**src/rtl/chan_pkg.sv**
```systemverilog
// Shared types and helpers for the burst error channel and related PRNG-based blocks.
package chan_pkg;

  typedef enum logic [1:0] {CH_OFF, CH_RANDOM, CH_BURST, CH_FIXED} chan_mode_t;

  localparam logic [31:0] LFSR_POLY = 32'h8020_0003;

  function automatic int unsigned popcount(input logic [31:0] v);
    int unsigned n;
    n = 0;
    for (int i = 0; i < 32; i++) begin
      n += 32'(v[i]);
    end
    return n;
  endfunction

endpackage

```
**src/rtl/lfsr32.sv**
```systemverilog
// 32-bit right-shifting Galois LFSR; a zero seed is replaced by 1 so it never locks up.
module lfsr32
  import chan_pkg::*;
(
  input  logic        clk,
  input  logic        rst,
  input  logic        adv,
  input  logic [31:0] seed,
  output logic [31:0] q
);

  logic [31:0] seed_safe;
  assign seed_safe = (seed == 32'd0) ? 32'd1 : seed;

  always_ff @(posedge clk) begin
    if (!rst) begin
      q <= seed_safe;
    end else if (adv) begin
      q <= {1'b0, q[31:1]} ^ (q[0] ? LFSR_POLY : 32'd0);
    end
  end

endmodule

```
**src/rtl/burst_error_channel.sv**
```systemverilog
// Channel model between convolutional encoder and Viterbi decoder: passes each valid symbol
// through or XORs an error mask into it (random, burst or fixed-period), with statistics.
module burst_error_channel
  import chan_pkg::*;
#(
  parameter int unsigned W    = 2,
  parameter int unsigned CW   = 16,
  parameter int unsigned RW   = 5,
  parameter int unsigned BW   = 4,
  parameter logic [31:0] SEED = 32'hACE1_1D5
) (
  input  logic          clk,
  input  logic          rst,
  input  logic          valid_i,
  input  logic [W-1:0]  sym_i,
  input  logic [1:0]    mode_i,
  input  logic [RW-1:0] rate_i,
  input  logic [BW-1:0] burst_len_i,
  input  logic [W-1:0]  err_mask_i,
  input  logic [CW-1:0] window_i,
  output logic          valid_o,
  output logic [W-1:0]  sym_o,
  output logic [W-1:0]  err_o,
  output logic          burst_active_o,
  output logic [CW-1:0] sym_ct_o,
  output logic [CW-1:0] inj_ct_o,
  output logic [CW-1:0] bad_bit_ct_o
);

  logic [31:0]   lfsr_q;
  logic          valid_q;
  logic [W-1:0]  sym_q, err_q;
  logic [BW-1:0] burst_q, burst_d, burst_len_eff;
  logic [CW-1:0] sym_ct_q, sym_ct_d, inj_ct_q, inj_ct_d, bad_q, bad_d;
  logic [CW:0]   bad_sum;
  logic [31:0]   rate_mask;
  logic          trig_rand, trig_fix, in_win, inject;
  logic [W-1:0]  flip;
  chan_mode_t    mode;

  // The LFSR steps after this symbol's trigger has been sampled from its current value.
  lfsr32 u_lfsr (
    .clk  (clk),
    .rst  (rst),
    .adv  (valid_i),
    .seed (SEED),
    .q    (lfsr_q)
  );

  assign mode          = chan_mode_t'(mode_i);
  // k == 0 gives an empty mask, so both triggers fire on every symbol.
  assign rate_mask     = (32'd1 << rate_i) - 32'd1;
  assign trig_rand     = (lfsr_q & rate_mask) == rate_mask;
  assign trig_fix      = (32'(sym_ct_q) & rate_mask) == rate_mask;
  assign in_win        = (window_i == '0) || (sym_ct_q < window_i);
  assign burst_len_eff = (burst_len_i == '0) ? BW'(1) : burst_len_i;

  // Burst state only survives while in BURST mode and inside the window.
  always_comb begin
    inject  = 1'b0;
    burst_d = '0;
    unique case (mode)
      CH_OFF:    inject = 1'b0;
      CH_RANDOM: inject = in_win && trig_rand;
      CH_FIXED:  inject = in_win && trig_fix;
      CH_BURST: begin
        if (in_win && (burst_q != '0)) begin
          inject  = 1'b1;
          burst_d = burst_q - BW'(1);
        end else if (in_win && trig_rand) begin
          inject  = 1'b1;
          burst_d = burst_len_eff - BW'(1);
        end
      end
    endcase
  end

  assign flip     = inject ? err_mask_i : '0;
  assign sym_ct_d = (sym_ct_q == '1) ? sym_ct_q : sym_ct_q + CW'(1);
  assign inj_ct_d = (!inject || (inj_ct_q == '1)) ? inj_ct_q : inj_ct_q + CW'(1);
  assign bad_sum  = {1'b0, bad_q} + (CW+1)'(popcount(32'(flip)));
  assign bad_d    = bad_sum[CW] ? '1 : bad_sum[CW-1:0];

  always_ff @(posedge clk) begin
    if (!rst) begin
      valid_q  <= 1'b0;
      sym_q    <= '0;
      err_q    <= '0;
      burst_q  <= '0;
      sym_ct_q <= '0;
      inj_ct_q <= '0;
      bad_q    <= '0;
    end else begin
      valid_q <= valid_i;
      if (valid_i) begin
        sym_q    <= sym_i ^ flip;
        err_q    <= flip;
        burst_q  <= burst_d;
        sym_ct_q <= sym_ct_d;
        inj_ct_q <= inj_ct_d;
        bad_q    <= bad_d;
      end
    end
  end

  assign valid_o        = valid_q;
  assign sym_o          = sym_q;
  assign err_o          = err_q;
  assign burst_active_o = (burst_q != '0);
  assign sym_ct_o       = sym_ct_q;
  assign inj_ct_o       = inj_ct_q;
  assign bad_bit_ct_o   = bad_q;

endmodule

```
**config.mk**
```make
export PLATFORM = sky130hd
export DESIGN_NAME = burst_error_channel
export DESIGN_NICKNAME = d
export VERILOG_FILES = /design/src/rtl/chan_pkg.sv /design/src/rtl/lfsr32.sv /design/src/rtl/burst_error_channel.sv
export SDC_FILE = /design/constraint.sdc
export NUM_CORES = 1
export LEC_CHECK = 0
export CORE_MARGIN = 2
export CORE_UTILIZATION = 60
export CTS_BUF_LIST = sky130_fd_sc_hd__clkbuf_16
export CTS_CLUSTER_DIAMETER = 50
export DETAILED_ROUTE_END_ITERATION = 10
export DONT_BUFFER_PORTS = 1
export GPL_TIMING_DRIVEN = 0
export PLACE_DENSITY_LB_ADDON = 0.05
export SETUP_SLACK_MARGIN = 0.2
export SYNTH_ARGS = -nofsm -noshare
export SYNTH_HDL_FRONTEND = slang
export SYNTH_SLANG_ARGS = --single-unit
```
**constraint.sdc**
```tcl
create_clock -name clk -period 6.4 [get_ports clk]
set_input_delay 0.64 -clock clk [delete_from_list [all_inputs] [get_ports clk]]
set_output_delay 0.64 -clock clk [all_outputs]
set_load 0.01 [all_outputs]
```
* After elaboration in Yosys (flattened, before gate mapping) *
Index checks and enable logic that the tools add are counted.
W data, S select, Z words.

word-level totals
  register bits = 89
  input port bits = 34
  output and inout bits = 54

operators by class
  $add $sub $neg = 7
  magnitude comparators = 1
  eq/ne operators = 7
  shifts and indexed selects = 1
  mux-type cells = 10
  bitwise operators = 6
  reduce and logical (&&, ||, !) cells = 12

operators with widths
  operator                 count
  $eq A32 B32 Y1           2
  $add A16 B1 Y16 const B  2
  $and A16 B32 Y32         1
  $and A32 B32 Y32         1
  $eq A16 B16 Y1 const B   2
  $mux W32                 1
  $shl A1 B5 Y32 const A   1
  $sub A32 B1 Y32 const B  1
  $xor A31 B32 Y32         1
  $add A16 B2 Y17          1
  $logic_not A16 Y1        1
  $lt A16 B16 Y1           1
  $mux W16                 1
  $mux W4                  4
  $sub A4 B1 Y4 const B    2
  $eq A2 B2 Y1 const B     2
  $logic_not A4 Y1         1
  $pmux W1 S4              1
  $reduce_and A2 Y1        2
  $reduce_bool A4 Y1       1
  $logic_and A1 B1 Y1      3
  $add A1 B1 Y2            1
  $eq A2 B1 Y1 const B     1
  $logic_not A2 Y1         1
  6 further kinds          9

* Longest topological paths before layout *
  word-level depth = 12
  depth in mapped cells = 24

* Cells and area by module *
A second synthesis with hierarchy kept.

unflattened totals
  cells, all modules = 625
  area, all modules = 5695.5 um^2

by module, submodules not included
  module               times used  cells an instance  area an instance (um^2)  sequential area each (um^2)
  burst_error_channel  1           539                4211.5                   1141.1
  lfsr32               1           86                 1483.9                   960.9

* Least setup slack after synthesis *
No wires, ideal clock.

  path kind = input-to-reg
  from = input port rate_i[2]
  to = register bad_q[10], in the netlist bad_bit_ct_o[10]
  data arrival time = 5.782 ns
  required time = 6.330 ns
  slack = 0.547 ns
  stages = 23
  path through = buf_2 > buf_2 > nor3_1 > nand2_1 > ha_1 > nand2_1 > a211oi_1 > or4_1 > a221o_1 > or4_4 > o31ai_2 > o2111ai_1 > clkbuf_1 > or2_2 > fa_1 > inv_1 > ha_1 > nand2_1 > or4_1 > clkbuf_1 > or2_2 > clkbuf_1 > a21oi_1

on the way
  longest elaborated chain between the ends = 12

RTL lines
  item                  line                                                  source
  start, declared       burst_error_channel.sv:17                             input logic [RW-1:0] rate_i,
  $shl A1 B5 Y32 *      burst_error_channel.sv:52                             assign rate_mask = (32'd1 << rate_i) - 32'd1;
  $sub A32 B1 Y32 *     burst_error_channel.sv:52
  $and A32 B32 Y32      burst_error_channel.sv:53                             assign trig_rand = (lfsr_q & rate_mask) == rate_mask;
  $eq A32 B32 Y1        burst_error_channel.sv:53
  $logic_and A1 B1 Y1   burst_error_channel.sv:64, burst_error_channel.sv:70
  $mux W1               burst_error_channel.sv:70                             end else if (in_win && trig_rand) begin
  $mux W1               burst_error_channel.sv:67                             if (in_win && (burst_q != '0)) begin
  $pmux W1 S4 *         burst_error_channel.sv:62                             unique case (mode)
  $mux W2 *             burst_error_channel.sv:78                             assign flip = inject ? err_mask_i : '0;
  $add A1 B1 Y2 *       chan_pkg.sv:12                                        n += 32'(v[i]);
  $add A16 B2 Y17 *     burst_error_channel.sv:81                             assign bad_sum = {1'b0, bad_q} + (CW+1)'(popcount(32'(flip)));
  $mux W16 *            burst_error_channel.sv:82                             assign bad_d = bad_sum[CW] ? '1 : bad_sum[CW-1:0];
  end signal, assigned  burst_error_channel.sv:92                             bad_q <= '0;
  end signal, assigned  burst_error_channel.sv:101                            bad_q <= bad_d;
  end, declared         burst_error_channel.sv:34                             logic [CW-1:0] sym_ct_q, sym_ct_d, inj_ct_q, inj_ct_d, bad_q, bad_d;

Mark *: on every way between the ends. The rest lies on a longest branch, timed or not.
A chain may end at the register's enable or synchronous reset.

* Final worst setup path *
  from = input port rate_i[2]
  to = register bad_q[13], in the netlist bad_bit_ct_o[13]

The elaborated chain is that of the path after synthesis.

==> key figures <==
Status
  • Outcome: completed

Synth
  • Synth Flop Type: dfxtp_1
  • Sequential area share after synthesis: 0.343
  • Cell taking the most area after synthesis: dfxtp_1
  • Distinct cells, synth: 57
  • Synth Register Bits: 89
  • Post-synth EDFFs: 0
  • XOR/XNOR Fraction of Synth Area: 0.0405
  • Synth Net Count: 701
  • Post-Synth Adder-Cell Area: 0.0568
  • Asr flop ratio synth: 0
  • Gate Count Post-Synth: 644
  • Synthesized area per cell: 8.07 um^2
  • Post-Syn Area: 5200 um^2
  • Synth Area in Simple Gates: 0.235
  • Mux cell area share after synthesis: 0.0732
  • Complex-gate fraction of the synthesized area: 0.197
  • Largest family of logic cells by synthesized area: simple AND/OR/NAND/NOR gates
  • Area contributors post-synth: dfxtp_1 (34%), mux2i_1 (7.3%), ha_1 (5.3%), nand2_1 (4.4%), a21oi_1 (3.7%)
  • Post-synth top area share: 0.343
  • Ys Warns: 0

Critical path
  • Max stage delay on crit path: 560 ps
  • Worst Path Arrival: 6220 ps
  • Slowest CP cell: or4_4
  • Type of origin of the critical path: primary input
  • Worst-path cell chain: buf_2, buf_2, buf_2, nand3b_1, ha_4, nand2_4, a211oi_1, or4_1, a221o_1, or4_4, o31ai_2, o2111ai_2, buf_4, or2_2, fa_1, inv_1, ha_1, nand2_1, or4_1, clkbuf_2, or2_2, buf_2, a21oi_1
  • CP dominant cell by count: buf_2
  • Crit path kind: in -> reg
  • Crit-path max FO: 10
  • Crit. End Element: flip-flop
  • CP bufs+invs: 7
  • Req. time, crit path: 6670 ps
  • Crit path max-delay family: simple AND/OR/NAND/NOR gates

Clocking
  • Total CTS buffers: 9
  • Root Buffer: clkbuf_16
  • # clock sinks: 89
  • H-tree depth: 3
  • CTS tree: yes
  • CTS Buffer Depth: 2
  • Latest clock arrival within the worst-skew pair: 340 ps
  • Clock transition at path regs: 70 ps
  • Hold Buf Count CTS: 0
  • Postcts setup bufs: 0

Cells and area
  • Final net count: 712
  • Sequential standard cell area: 1780 um^2
  • P&R area growth vs syn: 10.3%
  • Layout cells sized above 1: 0.0727
  • Final core utilization: 0.691
  • Multi-input logic area: 3210 um^2
  • Most common cell after layout, fill and taps aside: dfxtp_1
  • Ant. Diodes: 0
  • Most frequent cells in the layout: dfxtp_1 (89), nand2_1 (60), nor2_1 (45), mux2i_1 (38)
  • Post-route cell area: 5730 um^2
  • FILL cells: 674

Place
  • PortBufs: 0
  • Hpwl dp: 10800 um
  • GP Congestion: 0.952
  • Area after DPL: 5330 um^2

Power and ir drop
  • Clk pwr share: 0.439
  • Static Leak: 2.23 nW
  • Switch share: 0.255
  • P per Cell Area: 226 nW/um^2
  • Power share of the combinational group: 0.104
  • Power, Total: 1.29 mW
  • Share of power burned in registers: 0.456
  • Internal: 964 uW
  • Net Sw Power: 330 uW
  • Peak VDD IR: 0.000132 V

Die
  • Starting Density: 0.626
  • I/O pin count: 88
  • DIE WIDTH: 97.1 um
  • Die Ht: 97.1 um
  • Core ar.: 8300 um^2
  • Rows: 33
  • Die area: 9420 um^2

GRT
  • Total global routing overflow: 0
  • Largest net degree at the start of global routing: 16
  • Gr usage total: 0.301
  • Antenna violations before repair: 0
  • First-pass GRT wire length: 23300 um
  • Vias in the first global route: 4594

Run
  • Max Cap Violations: 0

Route
  • Post-DR vias/cell: 6.54
  • WL/cell: 19.1 um
  • Number of DRC markers in iteration 0: 386
  • Total Wirelength: 14600 um
  • DRC errors left: 0
  • DR pass1 iterations: 5
  • Vias after detailed routing: 5000
  • DRT antenna net count: 0

STA
  • # setup viols final: 0
  • Final count of hold timing violations: 0
  • Clock skew: 12.3 ps
  • Setup TNS: 0 ps
  • Min cycle time layout: 5960 ps
  • Rel. slew slack: 0.517
  • Fmax: 0.168 GHz
  • Hold WS: 448 ps
  • Measured slew at the worst slew-check pin: 725 ps
  • Fin crit share: 0.931
  • RSZ-0062 raised after global routing: false
  • Final Max Slew Viols: 0

Worst hold path
  • Hold Path Class: in -> reg
synth_stat cells, types with 2 or more instances:
cell,number
and2_1,5
a221o_1,2
a31o_2,2
o221ai_1,4
nor2_1,45
nand2_1,61
a211oi_1,8
xnor2_1,10
inv_1,36
nand4_1,14
buf_1,2
nand2b_1,16
and3_1,9
o2111ai_1,5
a21o_1,6
o41ai_1,3
ha_1,22
o32ai_1,3
a21oi_1,38
o311ai_0,3
or3_1,12
o211a_1,3
nor2b_1,3
o211ai_1,5
o31ai_1,10
nand3_1,17
clkbuf_1,31
a32o_1,4
or4_1,7
o22ai_1,8
mux2i_1,38
o21ai_0,36
a31oi_1,7
buf_2,4
dfxtp_1,89
or2_2,10
xor2_1,14
nor3_1,18
nand3b_1,5
nor4_1,12
state kept, by name, indices dropped and copies added, names as in the netlist:
signal / count
burst_q: 4
err_o: 2
inj_ct_o: 16
valid_o: 1
sym_o: 2
u_lfsr.q: 32
sym_ct_o: 16
bad_bit_ct_o: 16
layout make-up:
class                      count  area share
multi-input combinational    481       0.559
inverter                      37      0.0242
sequential                    89       0.311
clock buffer                   9      0.0393
tap                          105      0.0229
clock inverter                 7      0.0166
buffer                        37      0.0269
power groups by stage:
stage                     sequential, mW  combinational, mW  clock, mW
after global placement             0.602              0.124          0
after global routing               0.592              0.149      0.591
after floorplan                    0.596             0.0975          0
final                              0.591              0.135      0.569
after CTS                          0.590              0.131      0.570
after detailed placement           0.602              0.127          0
per-layer routing:
layer	vias to the layer above	share of wire	GRT usage
met5	-	0	0
met4	0	0.015	0.0888
met3	24	0.073	0.0626
met2	200	0.47	0.492
met1	2404	0.44	0.404
li1	2372	-	-
worst paths after layout:
kind / start / endpoint / slack, ps / depth (start not counted)
worst max register to register: u_lfsr.q[26] / bad_bit_ct_o[13] / 1340 / 18
worst min register to register: u_lfsr.q[27] / u_lfsr.q[27] / 510 / 2
worst max-delay path: rate_i[2] / bad_bit_ct_o[13] / 440 / 23
worst min-delay path: rst / inj_ct_o[4] / 450 / 2
timing repair:
item                       in CTS  in global routing
pin swaps                       1                  0
setup endpoints to repair      11                 10
hold endpoints to repair        0                  0
gates resized for setup        10                 16
stage by stage:
| step | instances | setup slack (ps) |
|---|---|---|
| 2_1_floorplan | 644 | 547 |
| 3_3_place_gp | 749 | -449 |
| 3_5_place_dp | 749 | -529 |
| 4_1_cts | 765 | 227 |
| 5_1_grt | 765 | 187 |
| 6_report | 765 | 443 |
cells by family (layout without fill, tap and decap cells):
| kind of cell | Yosys count | count (layout) |
|---|---|---|
| AND/OR/NAND/NOR | 240 | 240 |
| AO/OA/AOI/OAI | 156 | 156 |
| flip-flops | 89 | 89 |
| buffers and inverters | 74 | 90 |
| multiplexers | 38 | 38 |
| XOR/XNOR | 24 | 24 |
| adder cells (fa/ha/maj) | 23 | 23 |
(Power assumes the default switching activity.)
